## config.mk

```make
export PLATFORM = sky130hd
export DESIGN_NAME = nios2_camera_sdram_lcd_cpu_oci_dct_packer
export DESIGN_NICKNAME = d
export VERILOG_FILES = /design/src/rtl/nios2_camera_sdram_lcd_cpu_oci_dct_packer.sv
export SDC_FILE = /design/constraint.sdc
export NUM_CORES = 1
export LEC_CHECK = 0
export ABC_AREA = 0
export CORE_UTILIZATION = 45
export CTS_BUF_LIST = sky130_fd_sc_hd__clkbuf_8
export CTS_CLUSTER_SIZE = 25
export DETAILED_ROUTE_END_ITERATION = 8
export MAX_ROUTING_LAYER = met4
export PLACE_DENSITY_LB_ADDON = 0.1
export SLEW_MARGIN = 15
export SYNTH_ARGS = -nofsm -noshare
export SYNTH_HDL_FRONTEND = slang
export SYNTH_SLANG_ARGS = --single-unit
```

## constraint.sdc

```tcl
create_clock -name clk -period 6.4 [get_ports clk]
set_clock_uncertainty 0.05 [all_clocks]
set_input_delay 1.92 -clock clk [delete_from_list [all_inputs] [get_ports clk]]
set_output_delay 1.92 -clock clk [all_outputs]
set_load 0.01 [all_outputs]
```

## src/rtl/nios2_camera_sdram_lcd_cpu_oci_dct_packer.sv

```systemverilog
// OCI data-trace packer: collects 2-bit symbols into 30-bit frames behind a one-frame holding register.
// Define OCI_DCT_STALL_CNT_EN to build the saturating source-stall counter on stall_cnt.
module nios2_camera_sdram_lcd_cpu_oci_dct_packer #(
  parameter int unsigned FLUSH_TIMEOUT = 64,
  parameter int unsigned DROP_CNT_W    = 16
) (
  input  logic                  clk,
  input  logic                  reset_n,
  input  logic                  sym_valid,
  input  logic [1:0]            sym_data,
  output logic                  sym_ready,
  input  logic                  flush,
  input  logic                  test_ending,
  output logic                  dct_valid,
  input  logic                  dct_ready,
  output logic [29:0]           dct_buffer,
  output logic [3:0]            dct_count,
  output logic [DROP_CNT_W-1:0] stall_cnt
);

  localparam int unsigned IW = (FLUSH_TIMEOUT > 2) ? $clog2(FLUSH_TIMEOUT) : 1;
  localparam logic [IW-1:0] IDLE_MAX = IW'((FLUSH_TIMEOUT > 0) ? FLUSH_TIMEOUT - 1 : 0);

  typedef enum logic [1:0] {EMPTY, FILL, HOLD} state_t;

  state_t        state;
  logic [29:0]   acc;
  logic [3:0]    acc_cnt;
  logic          flush_pending;
  logic [IW-1:0] idle_cnt;

  logic          accept;
  logic [29:0]   acc_nxt;
  logic [3:0]    cnt_nxt;
  logic          idle;
  logic          timeout_hit;
  logic          flush_req;
  logic          want;
  logic          xfer;

  // The symbol accepted this cycle is folded in before deciding on a transfer,
  // so a completing or flush-coincident symbol lands in the outgoing frame.
  always_comb begin
    accept      = sym_valid && sym_ready;
    acc_nxt     = accept ? {acc[27:0], sym_data} : acc;
    cnt_nxt     = acc_cnt + {3'b000, accept};
    idle        = (state != EMPTY) && (acc_cnt != 4'd15) && !accept;
    timeout_hit = (FLUSH_TIMEOUT != 0) && idle && (idle_cnt == IDLE_MAX);
    flush_req   = flush || test_ending || timeout_hit;
    want        = (cnt_nxt != 4'd0) && ((cnt_nxt == 4'd15) || flush_req || flush_pending);
    xfer        = want && (!dct_valid || dct_ready);
  end

  always_ff @(posedge clk or negedge reset_n) begin
    if (!reset_n) begin
      state         <= EMPTY;
      acc           <= '0;
      acc_cnt       <= '0;
      flush_pending <= 1'b0;
      idle_cnt      <= '0;
      sym_ready     <= 1'b1;
      dct_valid     <= 1'b0;
      dct_buffer    <= '0;
      dct_count     <= '0;
    end else if (xfer) begin
      state         <= EMPTY;
      acc           <= '0;
      acc_cnt       <= '0;
      flush_pending <= 1'b0;
      idle_cnt      <= '0;
      sym_ready     <= 1'b1;
      dct_valid     <= 1'b1;
      dct_buffer    <= acc_nxt;
      dct_count     <= cnt_nxt;
    end else begin
      acc       <= acc_nxt;
      acc_cnt   <= cnt_nxt;
      sym_ready <= (cnt_nxt != 4'd15);
      if (dct_valid && dct_ready)
        dct_valid <= 1'b0;
      if (want && flush_req)
        flush_pending <= 1'b1;
      if (accept)
        idle_cnt <= '0;
      else if (idle && (idle_cnt != IDLE_MAX))
        idle_cnt <= idle_cnt + IW'(1);
      if (cnt_nxt == 4'd0)
        state <= EMPTY;
      else if (want)
        state <= HOLD;
      else
        state <= FILL;
    end
  end

`ifdef OCI_DCT_STALL_CNT_EN
  always_ff @(posedge clk or negedge reset_n) begin
    if (!reset_n)
      stall_cnt <= '0;
    else if (sym_valid && !sym_ready && (stall_cnt != '1))
      stall_cnt <= stall_cnt + DROP_CNT_W'(1);
  end
`else
  assign stall_cnt = '0;
`endif

endmodule

```

# Word-level counts from Yosys, hierarchy flattened
# Index checks and enable logic that the tools add are counted.
# word_totals
ff_bits	79
inputBits	8
out_inout_bits	52
elab_cells	52
# classes
add_sub_neg	2
n_eq_ne	5
n_mux	14
n_reduce_logical	22
# op_table
operator	count
2-to-1 mux 30 bit	2
2-to-1 mux 6 bit	3
logical AND 1 bit	9
!= test 4 bit, second input constant	2
adder 6 x 1 -> 6 bit, second input constant	1
== test 6 bit, second input constant	1
2-to-1 mux 2 bit	3
!= test 6 bit, second input constant	1
nonzero test 2 bit	3
logical OR 1 bit	5
2-to-1 mux 1 bit	5
adder 4 x 1 -> 4 bit	1
== test 4 bit, second input constant	1
zero test 4 bit	1
2-to-1 mux 4 bit	1
nonzero test 4 bit	1
nonzero test 3 bit	1
zero test 1 bit	2

# Logic depth before layout (Yosys ltp)
# Gate-level depths: netlist of the first run.
# depth
depth_word	11
ltp_mapped	13
mapped_depth_nobuf	9

# Worst setup path after synthesis of the first run
# OpenSTA, ideal clock, no wires.
# synth_path
path_kind	input -> register
from	input sym_valid
to	register dct_count[3]
setup_time_ps	125
arrival_time_ps	4074
required_time_ps	6225
slack_ps	2150
cell_stages	12
n_path_buf	3
cell_sequence	nand2_1 -> inv_2 -> buf_1 -> ha_1 -> ha_1 -> xnor2_1 -> nor2_1 -> a211o_1 -> buf_2 -> and3_4 -> buf_6 -> mux2_4
# synth_via
elab_chain_cells	9
# synth_lines
item	line	source
start, declared	9	input logic sym_valid,
logical AND 1 bit (*)	44	accept = sym_valid && sym_ready;
parallel branches: the longest is 8 deep, another holds adder 4 x 1 -> 4 bit	-	
end signal, assigned	74	dct_count <= cnt_nxt;
end, declared	17	output logic [3:0] dct_count,
# Mark *: on every way between the ends.
# A chain may end at the register's enable or synchronous reset.

# Final worst setup path of the first run
# Same ends and word-level chain as after synthesis.

==> results.cfg, run 1 <==
[outcome]
status = finished, final reports clean

[critical_path]
startpoint_type = input pin
crit_fanout = 74
cp-end-kind = flip-flop
cp.required_ps = 6580
arrival_ps = 5090
worst-setup-path-type = in2reg

[synthesis]
synth-simple-area-share_pct = 12.6
ys_types = 33
netlist_instances = 335
seq_area_frac_synth_pct = 57.8
ys_ff_latch = 79
synth-xor-area-share_pct = 1.02
synth_area_um2 = 3420
ys_warn_count = 0
syn_area_per_cell_um2 = 10.2
synth_top_family_by_area = compound AO/OA/AOI/OAI gates
synthAdderAreaFrac_pct = 1.10
muxShareOfSynthArea_pct = 1.90
synth-compound-area-share_pct = 17.3

[clock_network]
cts_sinks = 79
cts_tree = done
insertion_delay_ps = 340
cts_setup_buffers = 0
cts-root-buf = clkbuf_8
cts_max_level = 3
cts_buffers = 9
cts_resized = 0
hold_buffers = 0
cts.path.max_buffers = 2
clk_pin_slew_ps = 70

[floorplan]
chipHeight_um = 89.2
die_w_um = 89.2
die_area_um2 = 7960
io_pins = 60
num_rows = 31
core_um2 = 7290
start_util_pct = 46.9

[cells_and_area]
diodes = 0
fin_area_um2 = 4000
syn2layout_area_growth_pct = 16.8
layout.cells.most_common = dfrtp_1
layout_common_cells = dfrtp_1, nand2_1, a31oi_1
nets = 379
fill_cells = 677
layout-drive-gt1-share_pct = 6.97
fin_cells = 472

[power_and_ir_drop]
power_mw = 1.81
peakVddDrop_v = 0.000210
p_leak_nw = 1.72
powerDensity_nw_per_um2 = 452

[route]
drc = 0
viasPerCell = 5.42
dr.pass1.iters = 4
route.vias.total = 2560
ant_nets = 0
routedWlPerCell_um = 14.9
drt-initial-drc-count = 211
drt_wl_total_mm = 7.02

[place]
place_hpwl_mm = 4.08
gp_congestion = 0.846
dpl_cell_area_um2 = 3800
port_buffers = 43
post-place-cells = 456

[sta]
worst_pin_slew_ps = 972
setup_tns_ps = 0
slew_violations = 0
slew_headroom_pct = 35.2
hold_violations = 0
fin_crit_sh_pct = 76.7
setup_viol = 0
fmax_mhz = 204
period_minus_slack_ps = 4910
rsz0062_at_grt = no

[global_route]
antenna_found_initial = 0
grt_pass1_vias = 2369
overflow = 0
grt_pass1_wl_mm = 11.5
track_usage_pct = 19.9
grt_max_degree = 80

[flow_run]
cap_viol_max_count = 0

[worst_hold_path]
hold_class = reg2reg
## per-stage QoR
step | setup WS [ps] | utilization (%) | hold WS, ps
after CTS | 1520 | 54.8 | 482
after global routing | 1310 | 54.8 | 515
final | 1490 | 54.8 | 474
after floorplan | 2150 | - | 442
after global placement | 1250 | 52.1 | 465
after detailed placement | 1190 | 52.1 | 471
## final cells by class
type / count / area [um2] / share of cell area, %
inverter: 3 / 11.3 / 0.282
clock buffer: 10 / 138 / 3.44
tap: 99 / 124 / 3.10
timing repair buffer: 48 / 465 / 11.6
sequential: 79 / 1980 / 49.5
clock inverter: 6 / 60.1 / 1.50
multi-input combinational: 227 / 1220 / 30.5
## synthesized netlist by cell type (all sizes together)
| cell | count | area, um2 |
|---|---|---|
| and3 | 2 | 17.5 |
| a31oi | 61 | 382 |
| nand2 | 69 | 259 |
| xnor2 | 2 | 17.5 |
| mux2 | 1 | 15.0 |
| nand4 | 4 | 25.0 |
| o2bb2ai | 2 | 17.5 |
| buf | 26 | 213 |
| nand3 | 2 | 10.0 |
| a211o | 1 | 8.76 |
| nand3b | 1 | 7.51 |
| a21oi | 33 | 165 |
| conb | 1 | 3.75 |
| nand2b | 3 | 18.8 |
| xor2 | 2 | 17.5 |
| clkbuf | 15 | 56.3 |
| and2 | 3 | 18.8 |
| a41o | 1 | 10.0 |
| a2bb2oi | 1 | 8.76 |
| or2 | 1 | 6.26 |
| nor2 | 5 | 18.8 |
| nor2b | 3 | 18.8 |
| nor3 | 6 | 30.0 |
| mux2i | 5 | 50.1 |
| dfstp | 1 | 26.3 |
| ha | 3 | 37.5 |
| inv | 3 | 11.3 |
| dfrtp | 78 | 1950 |
## where the power goes
| group | total, mW | leakage [nW] | switching, mW | internal (mW) |
|---|---|---|---|---|
| logic | 0.725 | 0.599 | 0.391 | 0.334 |
| registers | 0.722 | 1.03 | 0.0811 | 0.641 |
| clock network | 0.362 | 0.0981 | 0.173 | 0.189 |
## sequential cells by signal (all words and copies together) (netlist names)
register	count
dct_count	4
idle_cnt	6
acc_cnt	4
dct_buffer	30
flush_pending	1
sym_ready	1
acc	30
state	2
dct_valid	1
## path summary, 6_finish.rpt
| path | startpoint | to | slack [ps] | depth (start not counted) |
|---|---|---|---|---|
| max in group asynchronous | reset_n | acc[12] | 3990 | 1 |
| hold reg to reg | dct_count[0] | dct_count[0] | 470 | 2 |
| setup reg to reg | sym_ready | dct_count[3] | 3140 | 10 |
| min in group asynchronous | reset_n | dct_count[0] | 1670 | 1 |
| setup / recovery | sym_valid | dct_count[3] | 1490 | 11 |
| hold / removal | dct_count[0] | dct_count[0] | 470 | 2 |
## per-layer routing
| metal | vias up | share of wire, % | track usage, % | wire (um) |
|---|---|---|---|---|
| li1 | 1225 | - | - | - |
| met1 | 1229 | 47 | 27.5 | 3330 |
| met2 | 97 | 45 | 29.1 | 3170 |
| met3 | 9 | 6.2 | 3.42 | 436 |
| met4 | 0 | 1.3 | 8.23 | 91 |
| met5 | - | 0 | - | 0 |
## kinds of logic (layout without fill, tap and decap cells)
family | count (synthesis) | after routing
AOI/OAI and AO/OA | 99 | 99
xor gates and xnor gates | 4 | 4
adders and majority gates | 3 | 3
buffers and inverters | 44 | 67
DFF | 79 | 79
muxes | 6 | 6
other | 1 | 16
and+or+nand+nor | 99 | 99
## worst max-delay path: stages
cell and delay, ps:
clkdlybuf4s50_1 420, nand2_1 70, buf_4 320, inv_2 70
ha_1 210, ha_1 210, xnor2_1 200, nand3_1 120
buf_4 370, and3_4 780, mux2_4 350
No activity file was read; power rests on OpenSTA's default activity.
==> run 2, diff against run 1 <==
clock period = 4.1 ns   (was 6.4 ns; I/O delays follow)
==> results.cfg, run 2 (synthesized netlist as in run 1, its figures left out) <==
[outcome]
status = finished, final reports clean

[sta]
hold_violations = 0
slew_violations = 0
slew_headroom_pct = 34.3
fin_crit_sh_pct = 84.7
period_minus_slack_ps = 3470
worst_pin_slew_ps = 985
setup_tns_ps = 0
setup_viol = 0
fmax_mhz = 288
rsz0062_at_grt = no

[route]
drc = 0
route.vias.total = 2553
drt-initial-drc-count = 141
drt_wl_total_mm = 7.21
routedWlPerCell_um = 15.2
dr.pass1.iters = 4
viasPerCell = 5.39
ant_nets = 0

[global_route]
grt_pass1_vias = 2482
grt_pass1_wl_mm = 12.1
track_usage_pct = 21.0
antenna_found_initial = 0
overflow = 0
grt_max_degree = 80

[floorplan]
io_pins = 60
start_util_pct = 46.9
die_w_um = 89.2
core_um2 = 7290
die_area_um2 = 7960
num_rows = 31
chipHeight_um = 89.2

[clock_network]
cts_resized = 0
cts-root-buf = clkbuf_8
cts.path.max_buffers = 2
cts_tree = done
cts_max_level = 3
cts_setup_buffers = 0
cts_buffers = 9
insertion_delay_ps = 350
hold_buffers = 0
clk_pin_slew_ps = 80
cts_sinks = 79

[cells_and_area]
layout.cells.most_common = dfrtp_1
fin_area_um2 = 4040
top_regs = acc: 30 flops, dct_buffer: 30 flops, idle_cnt: 6 flops
fill_cells = 677
syn2layout_area_growth_pct = 18.0
layout-drive-gt1-share_pct = 6.93
nets = 381
diodes = 0
layout_common_cells = dfrtp_1, nand2_1, a31oi_1

[critical_path]
rrSetupSlack_ps = 1520
crit_fanout = 41
r2r-end = dct_buffer[1]
startpoint_type = input pin
critical_path.cell_chain = clkdlybuf4s50_1 > nand2_1 > inv_2 > ha_1 > ha_1 > xnor2_1 > nor2_1 > a211o_1 > and3_4 > buf_4 > a31oi_1
arrival_ps = 3690
cpMostUsedCell = ha_1
cp_slowest_stage_delay_ps = 420
cp.required_ps = 4320
cp_num_cells = 11
cp.buffers_inverters = 3
cp_top_family = buffers and inverters
cp_slowest_cell = clkdlybuf4s50_1
r2r-start = sym_ready
worst-setup-path-type = in2reg
cp-end-kind = flip-flop
r2r_cells = 10

[flow_run]
cap_viol_max_count = 0

[worst_hold_path]
worstHoldEndpoint = dct_count[0]
hold_class = reg2reg
holdPathStages = 2
hp-start = dct_count[0]

[place]
gp_congestion = 0.871
place_hpwl_mm = 4.23
port_buffers = 43
dpl_cell_area_um2 = 3810

[power_and_ir_drop]
peakVddDrop_v = 0.000280
p_leak_nw = 1.76
powerDensity_nw_per_um2 = 721
==> run 2: layout make-up <==
type,instances,area [um2],share of cell area [%]
flip-flops and latches,79,1980,49.0
inverters,3,11.3,0.279
clock inverters,5,72.6,1.80
well taps,99,124,3.07
clock buffers,11,151,3.75
multi-input cells,227,1220,30.2
repair buffers,50,480,11.9
==> run 2: routing by layer <==
layer	track usage, %	routed length, um
met5	-	0
met4	8.23	68
met3	3.05	272
met2	33.2	3490
met1	27.4	3380
==> run 2: stage by stage <==
| stage | setup slack (ps) | instances | total power, mW | util (%) | hold WS (ps) |
|---|---|---|---|---|---|
| after floorplan | 540 | 350 | 1.86 | - | 442 |
| after global placement | 313 | 458 | 2.28 | 52.3 | 455 |
| after detailed placement | 248 | 458 | 2.30 | 52.3 | 457 |
| after CTS | 621 | 474 | 2.94 | 55.4 | 469 |
| after global routing | 420 | 474 | 3.10 | 55.4 | 487 |
| final | 627 | 474 | 2.91 | 55.4 | 466 |
==> run 2: worst min-delay path, cell delays in order (launching register included) <==
cell and delay, ps:
dfrtp_1 380, inv_1 50, o2bb2ai_1 50
==> run 2: where the power goes <==
group	total, mW	switching (mW)	internal [mW]	leakage, nW
clock network	0.640	0.268	0.371	0.122
registers	1.13	0.126	1.00	1.03
logic	1.15	0.610	0.535	0.609
==> run 2: worst max-delay path by stage <==
stage	slack [ps]	endpoint	from
3_3_place_gp	310	dct_buffer[4]	sym_valid
5_1_grt	420	dct_buffer[9]	sym_valid
3_5_place_dp	250	dct_buffer[1]	sym_valid
2_1_floorplan	540	dct_count[3]	sym_valid
4_1_cts	620	dct_buffer[1]	sym_valid
6_report	630	dct_buffer[1]	sym_valid
==> run 3, diff against run 2 <==
clock period = 2.9 ns   (was 4.1 ns; I/O delays follow)
==> results.cfg, run 3 (synthesized netlist as in run 1, its figures left out) <==
[worst_hold_path]
hold_class = in2async

[global_route]
antenna_found_initial = 0
grt_pass1_vias = 2392
grt_max_degree = 43
track_usage_pct = 20.6
overflow = 0
grt_pass1_wl_mm = 11.8

[critical_path]
r2r-start = sym_ready
cp-startpoint = sym_valid
r2r-end = idle_cnt[4]
r2r_cells = 10
cp-endpoint = idle_cnt[4]
cp_slowest_stage_delay_ps = 520
startpoint_type = input pin
cp-end-kind = flip-flop
worst-setup-path-type = in2reg
critical_path.cell_chain = clkdlybuf4s50_1 > nand2_4 > inv_4 > ha_2 > ha_2 > nand2_1 > nor2_1 > a211o_1 > and3_4 > buf_12 > nor3_1
cp.required_ps = 3110
arrival_ps = 2970
rrSetupSlack_ps = 630
cpMostUsedCell = ha_2
cp_slowest_cell = clkdlybuf4s50_1
crit_fanout = 31

[clock_network]
cts_sinks = 79
cts_tree = done
cts_resized = 0
cts.path.max_buffers = 2
hold_buffers = 0
cts_max_level = 3
cts_buffers = 9
cts_setup_buffers = 0
cts-root-buf = clkbuf_8
insertion_delay_ps = 340
clk_pin_slew_ps = 80

[floorplan]
core_um2 = 7290
io_pins = 60
num_rows = 31
die_w_um = 89.2
start_util_pct = 46.9
chipHeight_um = 89.2
die_area_um2 = 7960

[sta]
fmax_mhz = 362
rsz0062_at_grt = no
worst_pin_slew_ps = 506
finalWorstSetupSlack_ps = 134
setup_viol = 0
holdWs_ps = 442
hold_violations = 0
slew_headroom_pct = 66.3
fin_crit_sh_pct = 95.4
period_minus_slack_ps = 2770
slew_violations = 0

[power_and_ir_drop]
power_mw = 4.34
powerDensity_nw_per_um2 = 1030
p_leak_nw = 1.81
peakVddDrop_v = 0.000494

[outcome]
status = finished, final reports clean

[route]
route.vias.total = 2607
routedWlPerCell_um = 14.8
ant_nets = 0
viasPerCell = 5.39
dr.pass1.iters = 4
drt_wl_total_mm = 7.17
drt-initial-drc-count = 128
drc = 0

[cells_and_area]
layout.cells.most_common = dfrtp_1
nets = 391
fin_cells = 484
fin_area_um2 = 4190
layout-drive-gt1-share_pct = 10.9
top_regs = acc: 30 flops, dct_buffer: 30 flops, idle_cnt: 6 flops
diodes = 0
layout_common_cells = dfrtp_1, nand2_1, a31oi_1
syn2layout_area_growth_pct = 22.5

[place]
place_ws_ps = -219
gp_congestion = 0.849
port_buffers = 43
dpl_cell_area_um2 = 3950
place_hpwl_mm = 4.58
post-place-cells = 468

[flow_run]
cap_viol_max_count = 0
## run 3: cell count changes in the layout (fill, tap and decap cells not counted), moves of 2 or more
cell	before	now
inv_1	4	2
ha_1	3	1
buf_4	8	15
clkbuf_8	11	9
buf_12	0	3
ha_2	0	2
## run 3: layout make-up
type / instances / area, um2
timing repair buffer: 60 / 593
multi-input combinational: 227 / 1240
tap: 99 / 124
clock inverter: 7 / 120
inverter: 3 / 13.8
sequential: 79 / 1980
fill: 647 / 3100
clock buffer: 9 / 124
## run 3: worst min-delay path by stage
stage / end / slack, ps / cells after the start
floorplan: flush_pending / 440 / 2
global placement: acc[29] / 470 / 2
detailed placement: acc[29] / 480 / 2
CTS: dct_count[3] / 450 / 1
global route: dct_count[3] / 470 / 1
finish: dct_count[3] / 440 / 1
## run 3: power breakdown
part	leakage (nW)	internal, mW	total, mW	switching [mW]
clock	0.120	0.575	0.981	0.407
combinational	0.667	0.875	1.76	0.889
sequential	1.03	1.41	1.59	0.180
## run 3: layer usage
metal  global-route usage (%)  up-vias  share of wire (%)
met4                     6.20        0                1.9
met3                     4.52       12                4.1
li1                         -     1249                  -
met5                        -        -                  0
met2                     31.7       66                 46
met1                     27.6     1280                 48
## run 3: worst max-delay path: cells and delay by family
family / cells / cell delay (ps)
buffers and inverters: 3 / 730
and+or+nand+nor: 5 / 580
adders and majority gates: 2 / 430
AOI/OAI and AO/OA: 1 / 340
## run 3: metrics by stage
| stage | utilization, % | setup TNS (ps) |
|---|---|---|
| global route | 57.5 | 0 |
| floorplan | - | 0 |
| finish | 57.5 | 0 |
| detailed placement | 54.2 | -13530 |
| CTS | 57.5 | 0 |
| global placement | 54.2 | -10160 |
